$ cat src/rtl/seg_scan_controller_if.sv
// Display-value load port: valid/ready handshake carrying one 32-bit value.
// Transfer occurs on any rising clock edge where load_valid && load_ready.
// The source must hold load_valid and load_data stable until load_ready is seen.
//
// Signals:
//   load_valid  source -> sink  new display value offered
//   load_ready  sink -> source  shadow buffer free
//   load_data   source -> sink  eight nibbles, nibble i = digit i (digit 0 rightmost)
interface seg_scan_controller_if;
  logic        load_valid;
  logic        load_ready;
  logic [31:0] load_data;

  // Producer of display values.
  modport master (
    output load_valid,
    output load_data,
    input  load_ready
  );

  // Scan controller side.
  modport slave (
    input  load_valid,
    input  load_data,
    output load_ready
  );
endinterface

$ cat src/rtl/seg_scan_controller.sv
// Time-multiplexed scan sequencer for an 8-digit common-anode 7-segment display.
// Latency: all outputs registered; a loaded value shows from digit 0 of the frame after acceptance.
// Backpressure: load_ready drops while a value is waiting in the shadow buffer and rises after the frame boundary.
//
// Ports:
//   clk            system clock, rising edge
//   rst_n          synchronous active-low reset
//   io_load        valid/ready load port for the 32-bit display value
//   i_digit_en     per-digit enable mask, bit i lets digit i light
//   i_brightness   PWM level 0..15, captured at the start of each ON phase
//   o_refresh_idx  current digit slot 0..7
//   o_digit_code   nibble of the active buffer for o_refresh_idx
//   o_anode        active-low anode drive, at most one bit low
//   o_frame_done   one-cycle pulse on the last cycle of digit 7's slot
module seg_scan_controller #(
  parameter int TICKS_PER_DIGIT = 100000,
  parameter int BLANK_TICKS     = 2000
) (
  input  logic                        clk,
  input  logic                        rst_n,
  seg_scan_controller_if.slave        io_load,
  input  logic [7:0]                  i_digit_en,
  input  logic [3:0]                  i_brightness,
  output logic [2:0]                  o_refresh_idx,
  output logic [3:0]                  o_digit_code,
  output logic [7:0]                  o_anode,
  output logic                        o_frame_done
);

  // BLANK_TICKS must be at least 1 and below TICKS_PER_DIGIT; ON_TICKS >= 16.
  localparam int ON_TICKS = TICKS_PER_DIGIT - BLANK_TICKS;
  localparam int STEP     = ON_TICKS / 16;
  localparam int CW       = (TICKS_PER_DIGIT > 2) ? $clog2(TICKS_PER_DIGIT) : 1;

  localparam logic [CW-1:0] BLANK_LAST = CW'(BLANK_TICKS - 1);
  localparam logic [CW-1:0] ON_LAST    = CW'(ON_TICKS - 1);

  typedef enum logic {
    PH_BLANK = 1'b0,
    PH_ON    = 1'b1
  } phase_t;

  // Sequencer state
  phase_t         r_phase;
  logic [CW-1:0]  r_cnt;
  logic [3:0]     r_bright;

  // Double buffer
  logic [31:0]    r_active;
  logic [31:0]    r_shadow;
  logic           r_pending;

  // Registered outputs
  logic [2:0]     r_refresh_idx;
  logic [3:0]     r_digit_code;
  logic [7:0]     r_anode;
  logic           r_frame_done;
  logic           r_load_ready;

  // Next-state helpers
  logic           w_blank_last;
  logic           w_on_last;
  logic           w_boundary;
  logic           w_accept;
  phase_t         w_phase_nxt;
  logic [CW-1:0]  w_cnt_nxt;
  logic [2:0]     w_idx_nxt;
  logic [31:0]    w_active_nxt;
  logic           w_pending_nxt;
  logic [3:0]     w_bright_eff;
  logic [CW-1:0]  w_thresh;
  logic           w_lit;
  logic           w_frame_done_nxt;

  always_comb begin
    w_blank_last = (r_phase == PH_BLANK) && (r_cnt == BLANK_LAST);
    w_on_last    = (r_phase == PH_ON) && (r_cnt == ON_LAST);
    w_boundary   = w_on_last && (r_refresh_idx == 3'd7);
    w_accept     = io_load.load_valid && r_load_ready;

    w_phase_nxt  = r_phase;
    w_cnt_nxt    = r_cnt + CW'(1);
    w_idx_nxt    = r_refresh_idx;
    if (w_blank_last) begin
      w_phase_nxt = PH_ON;
      w_cnt_nxt   = '0;
    end else if (w_on_last) begin
      w_phase_nxt = PH_BLANK;
      w_cnt_nxt   = '0;
      w_idx_nxt   = r_refresh_idx + 3'd1;
    end

    // Shadow moves to active only on the frame boundary, and only if it
    // held a value before this cycle; a same-cycle accept waits a frame.
    w_active_nxt  = (w_boundary && r_pending) ? r_shadow : r_active;
    w_pending_nxt = w_accept || (r_pending && !w_boundary);

    // The anode for the first ON cycle is computed on the edge that enters
    // ON, so brightness is taken straight from the input on that edge and
    // from the latched copy for the rest of the phase.
    w_bright_eff = w_blank_last ? i_brightness : r_bright;
    w_thresh     = CW'(STEP * (int'(w_bright_eff) + 1));
    w_lit        = (w_phase_nxt == PH_ON) && i_digit_en[w_idx_nxt] &&
                   ((w_bright_eff == 4'hF) || (w_cnt_nxt < w_thresh));

    w_frame_done_nxt = (w_phase_nxt == PH_ON) && (w_cnt_nxt == ON_LAST) &&
                       (w_idx_nxt == 3'd7);
  end

  always_ff @(posedge clk) begin
    if (!rst_n) begin
      r_phase       <= PH_BLANK;
      r_cnt         <= '0;
      r_bright      <= '0;
      r_active      <= '0;
      r_shadow      <= '0;
      r_pending     <= 1'b0;
      r_refresh_idx <= '0;
      r_digit_code  <= '0;
      r_anode       <= 8'hFF;
      r_frame_done  <= 1'b0;
      r_load_ready  <= 1'b1;
    end else begin
      r_phase       <= w_phase_nxt;
      r_cnt         <= w_cnt_nxt;
      r_refresh_idx <= w_idx_nxt;

      if (w_blank_last) begin
        r_bright <= i_brightness;
      end

      if (w_accept) begin
        r_shadow <= io_load.load_data;
      end
      r_pending    <= w_pending_nxt;
      r_load_ready <= !w_pending_nxt;
      r_active     <= w_active_nxt;

      // Slot change: code follows the new index, using the buffer that is
      // valid from this edge on (covers the swap at the frame boundary).
      if (w_on_last) begin
        r_digit_code <= w_active_nxt[{w_idx_nxt, 2'b00} +: 4];
      end

      r_anode      <= w_lit ? ~(8'h01 << w_idx_nxt) : 8'hFF;
      r_frame_done <= w_frame_done_nxt;
    end
  end

  assign io_load.load_ready = r_load_ready;
  assign o_refresh_idx      = r_refresh_idx;
  assign o_digit_code       = r_digit_code;
  assign o_anode            = r_anode;
  assign o_frame_done       = r_frame_done;

endmodule

$ cat src/flat_wrapper.sv
// flat-port wrapper written by rule: the top's interface ports become plain ports
module seg_scan_controller_flat 
#(
  parameter int TICKS_PER_DIGIT = 100000,
  parameter int BLANK_TICKS     = 2000
)
  (clk, rst_n, i_digit_en, i_brightness, o_refresh_idx, o_digit_code, o_anode, o_frame_done, io_load_load_valid, io_load_load_data, io_load_load_ready);
  seg_scan_controller_if io_load_i ();
  input  logic clk;
  input  logic rst_n;
  input  logic [7:0] i_digit_en;
  input  logic [3:0] i_brightness;
  output logic [2:0] o_refresh_idx;
  output logic [3:0] o_digit_code;
  output logic [7:0] o_anode;
  output logic o_frame_done;
  input wire logic [$bits(io_load_i.load_valid)-1:0] io_load_load_valid;
  input wire logic [$bits(io_load_i.load_data)-1:0] io_load_load_data;
  output wire logic [$bits(io_load_i.load_ready)-1:0] io_load_load_ready;
  assign io_load_i.load_valid = io_load_load_valid;
  assign io_load_i.load_data = io_load_load_data;
  assign io_load_load_ready = io_load_i.load_ready;
  seg_scan_controller #(.TICKS_PER_DIGIT(TICKS_PER_DIGIT), .BLANK_TICKS(BLANK_TICKS)) u_core (.clk(clk), .rst_n(rst_n), .io_load(io_load_i), .i_digit_en(i_digit_en), .i_brightness(i_brightness), .o_refresh_idx(o_refresh_idx), .o_digit_code(o_digit_code), .o_anode(o_anode), .o_frame_done(o_frame_done));
endmodule
$ cat config.mk
export PLATFORM = sky130hd
export DESIGN_NAME = seg_scan_controller_flat
export DESIGN_NICKNAME = d
export VERILOG_FILES = /design/src/rtl/seg_scan_controller_if.sv /design/src/rtl/seg_scan_controller.sv /design/src/flat_wrapper.sv
export SDC_FILE = /design/constraint.sdc
export NUM_CORES = 1
export LEC_CHECK = 0
export BUFFER_PORTS_ARGS = -buffer_cell sky130_fd_sc_hd__buf_4
export CAP_MARGIN = 20
export CORE_MARGIN = 2
export CORE_UTILIZATION = 25
export DETAILED_ROUTE_END_ITERATION = 8
export RECOVER_POWER = 50
export SYNTH_ARGS = -nofsm -noshare
export SYNTH_HDL_FRONTEND = slang
export SYNTH_SLANG_ARGS = --single-unit
$ cat constraint.sdc
create_clock -name clk -period 6.99 [get_ports clk]
set_input_delay 0.3495 -clock clk [delete_from_list [all_inputs] [get_ports clk]]
set_output_delay 0.3495 -clock clk [all_outputs]
set_load 0.02 [all_outputs]
==> impl_results.md <==
* DR iter-0 viols at approximately 180
* Buffer depth of the longest clock path at 2
* Relative slew slack at between 4 and 5%
* Multi-input logic area at 3630 um^2
* Lkg Pwr at roughly 2.9 nW
* Synth Net Count at ~790
* Worst Tran Pin Value at around 1.4 ns
* Root Buffer: clkbuf_16
* Die width at between 150 and 200 um
* Dpl hpwl at ~11000 um
* Max FO, Critical Path at 8
* Final setup viols at 0
* Crit path buf inv count at 4
* Final period utilization at 94.44%
* Diodes inserted at 0
* Fin crit period at between 6 and 7 ns
* Sw Ratio at between 20% and 30%
* Num rows at 56
* Final nets at ~850
* Antenna viol nets, final at 0
* Combinational share of power at under 10%
* Skew final at 0.005431 ns
* Gpl congestion at between 0.8 and 0.9
* Mapped Cells at approximately 680
* #FFs+latches synth at 104
* Delay of the slowest critical-path stage at about 0.49 ns
* CTS tree: yes
* CP most frequent cell: ha_1
* Internal cell power at between 0.9 and 1 mW
* Fmax at ~0.15 GHz
* Placed cell area at slightly below 7000 um^2
* Main flop type after synthesis: dfxtp_1
* Yosys warns at 0
* Total Routing Usage GR at roughly 11%
* Fin. max-slew vios at 0
* Commonest non-fill, non-tap cell in the layout: dfxtp_1
* Initial antenna violation count at 0
* Clk network pwr share at between 40% and 50%
* Maxcap violations at 0
* Mapped Area at 6060 um^2
* Input/output buffers at 63
* Vias/cell at ~4.5
* Area Overhead vs Synth at 18.36%
* CP Capture Type: flip-flop
* Worst Setup Path Type: reg -> reg
* Fill cell count at 2506
* Post-synthesis sequential area ratio at between 30% and 40%
* Worst skew pair latency at around 0.35 ns
* Core area at 23610 um^2
* Worst setup startpoint: u_core.r_cnt[0]$_SDFF_PN0_
* Hold Fails Final Rpt at 0
* Commonest cells after routing, fill and taps aside: 103 x dfxtp_1, 74 x nand2_1, 61 x inv_1
* Cts bufs inserted at 9
* Sw power at ~0.28 mW
* Critical Path AT at 6.81 ns
* CP max stage cell: fa_1
* CP required at approximately 7.2 ns
* Boundary Pins at 64
* H-tree Lvls at 3
* Worst hold path type: in -> reg
* Chip Height at 159.7 um
* Vias in the first global route at approximately 4600
* Status: complete, no violations
* Number of enable flip-flop cells after synthesis at 0
* Synthesized area per cell at 8.885 um^2
* Pin count of the biggest net entering global routing at roughly 90
* Layout cells sized above 1 at between 10% and 20%
* Total Wirelength at approximately 14000 um
* Synth cell types at 55
* Clock-pin slew on the worst setup and hold paths at roughly 0.070 ns
* Initial core utilization at about 26%
* Die area at 25500 um^2
* Pwr Density at roughly 170 nW/um^2
* Non-Filler Instances at 1066
* Placed cells at roughly 1000
* RR Startpoint: u_core.r_cnt[0]$_SDFF_PN0_
* DR WL/cell at ~13 um
* CTS sink cnt at ~100
* Final instance area at 7172 um^2
* Worst VDD drop at roughly 120 uV
* 1st-pass router iterations at 4
* HP Start: io_load_load_data[24]
* DRC viols at 0
* Family with the most delay on the worst path: adder cells
* Setup crit start kind: flip-flop
* Gr ovfl total at 0
* Vias after detailed routing at between 4000 and 5000
* Global-route wire length before repair at between 20000 and 25000 um
* Sequential power share at 51.8%
* FF/Latch Area at 2083 um^2
* Ys async rst share at 0%
## stage by stage
step                setup WS [ns]  hold WS (ns)  TNS [ns]  power (mW)  utilization (%)
floorplan                  0.1330        0.4431         0      0.6622                -
global placement           0.3348        0.4577         0      0.6956            29.10
detailed placement         0.2462        0.4625         0      0.6990            29.21
CTS                        0.2156        0.2426         0       1.200            30.48
global route             -0.04259        0.2463   -0.1968       1.234            30.37
finish                     0.3889        0.2523         0       1.184            30.37
## path summary, 6_finish.rpt
kind / to / slack (ns) / cells after the start
setup / recovery: u_core.o_anode[2]$_SDFF_PN1_ / 0.39 / 30
hold / removal: u_core.r_shadow[24]$_SDFFE_PN0P_ / 0.25 / 3
setup reg to reg: u_core.o_anode[2]$_SDFF_PN1_ / 0.39 / 30
hold reg to reg: u_core.r_cnt[0]$_SDFF_PN0_ / 0.47 / 1
## power by group through the flow
| stage | registers (mW) | clock network (mW) | logic [mW] |
|---|---|---|---|
| after CTS | 0.614 | 0.515 | 0.0714 |
| after global routing | 0.616 | 0.540 | 0.0780 |
| after floorplan | 0.626 | 0 | 0.0365 |
| after global placement | 0.628 | 0 | 0.0680 |
| after detailed placement | 0.628 | 0 | 0.0712 |
| final | 0.614 | 0.501 | 0.0698 |
## worst register-to-register path, delay by kind of cell, from the launching register on
family / cells / cell delay (ns)
fa+ha+maj: 8 / 2.48
compound gates: 9 / 1.67
simple gates: 6 / 0.94
buf+inv: 4 / 0.39
flops: 1 / 0.37
xor+xnor: 2 / 0.35
mux: 1 / 0.27
## cells in the mapped netlist, drive strengths merged, types with 3 or more instances
cell	n	area, um^2
nor4	6	37.54
a21boi	35	262.8
dfxtp	104	2082
a211oi	4	30.03
and3	7	43.79
o211ai	3	22.52
o22ai	18	112.6
a21oi	9	48.80
nor2b	41	256.5
nor2	48	180.2
inv	61	229.0
a21o	9	67.56
nand3b	3	22.52
nand2	74	277.8
xor2	12	105.1
and2	13	81.33
o221ai	9	78.83
and4b	3	30.03
nor3	10	66.32
nand4	11	75.07
and4	4	35.03
o21ai	6	30.02
ha	54	675.7
fa	11	220.2
buf	12	77.57
xnor2	20	175.2
nand3	15	75.07
nand2b	4	27.53
clkbuf	16	60.06
mux2i	37	370.4
## per-layer routing
metal	GRT usage, %	vias to the layer above	share of wire [%]
met5	0	-	0
met1	14.96	2200	48
met3	2.052	18	4.3
met2	17.45	97	46
li1	-	2440	-
met4	3.843	0	1.7
## timing repair
action,in CTS,in global routing
buffers inserted,0,3
endpoints found under the hold margin,0,0
hold buffers,0,0
setup endpoints to repair,0,8
gates resized for setup,0,5
## sequential cells by signal (all words and copies together), names as in the netlist
signal and flops:
u_core.io_load.load_ready 1, u_core.o_anode 8, u_core.o_digit_code 4, u_core.o_frame_done 1
u_core.o_refresh_idx 3, u_core.r_active 32, u_core.r_bright 4, u_core.r_cnt 17
u_core.r_pending 1, u_core.r_phase 1, u_core.r_shadow 32
## kinds of logic after synthesis
logic type	share of synthesized area [%]
compound gates	12.39
xor+xnor	4.625
fa+ha+maj	14.78
buf+inv	6.050
flops	34.36
mux	6.484
simple gates	21.31
## final cells by class
class | instances | area share, %
Sequential cell | 104 | 29.05
Multi-Input combinational cell | 489 | 50.61
Tap cell | 319 | 5.565
Clock inverter | 6 | 0.8548
Inverter | 61 | 3.193
Clock buffer | 10 | 3.332
Timing Repair Buffer | 77 | 7.397
(Power assumes the default switching activity.)
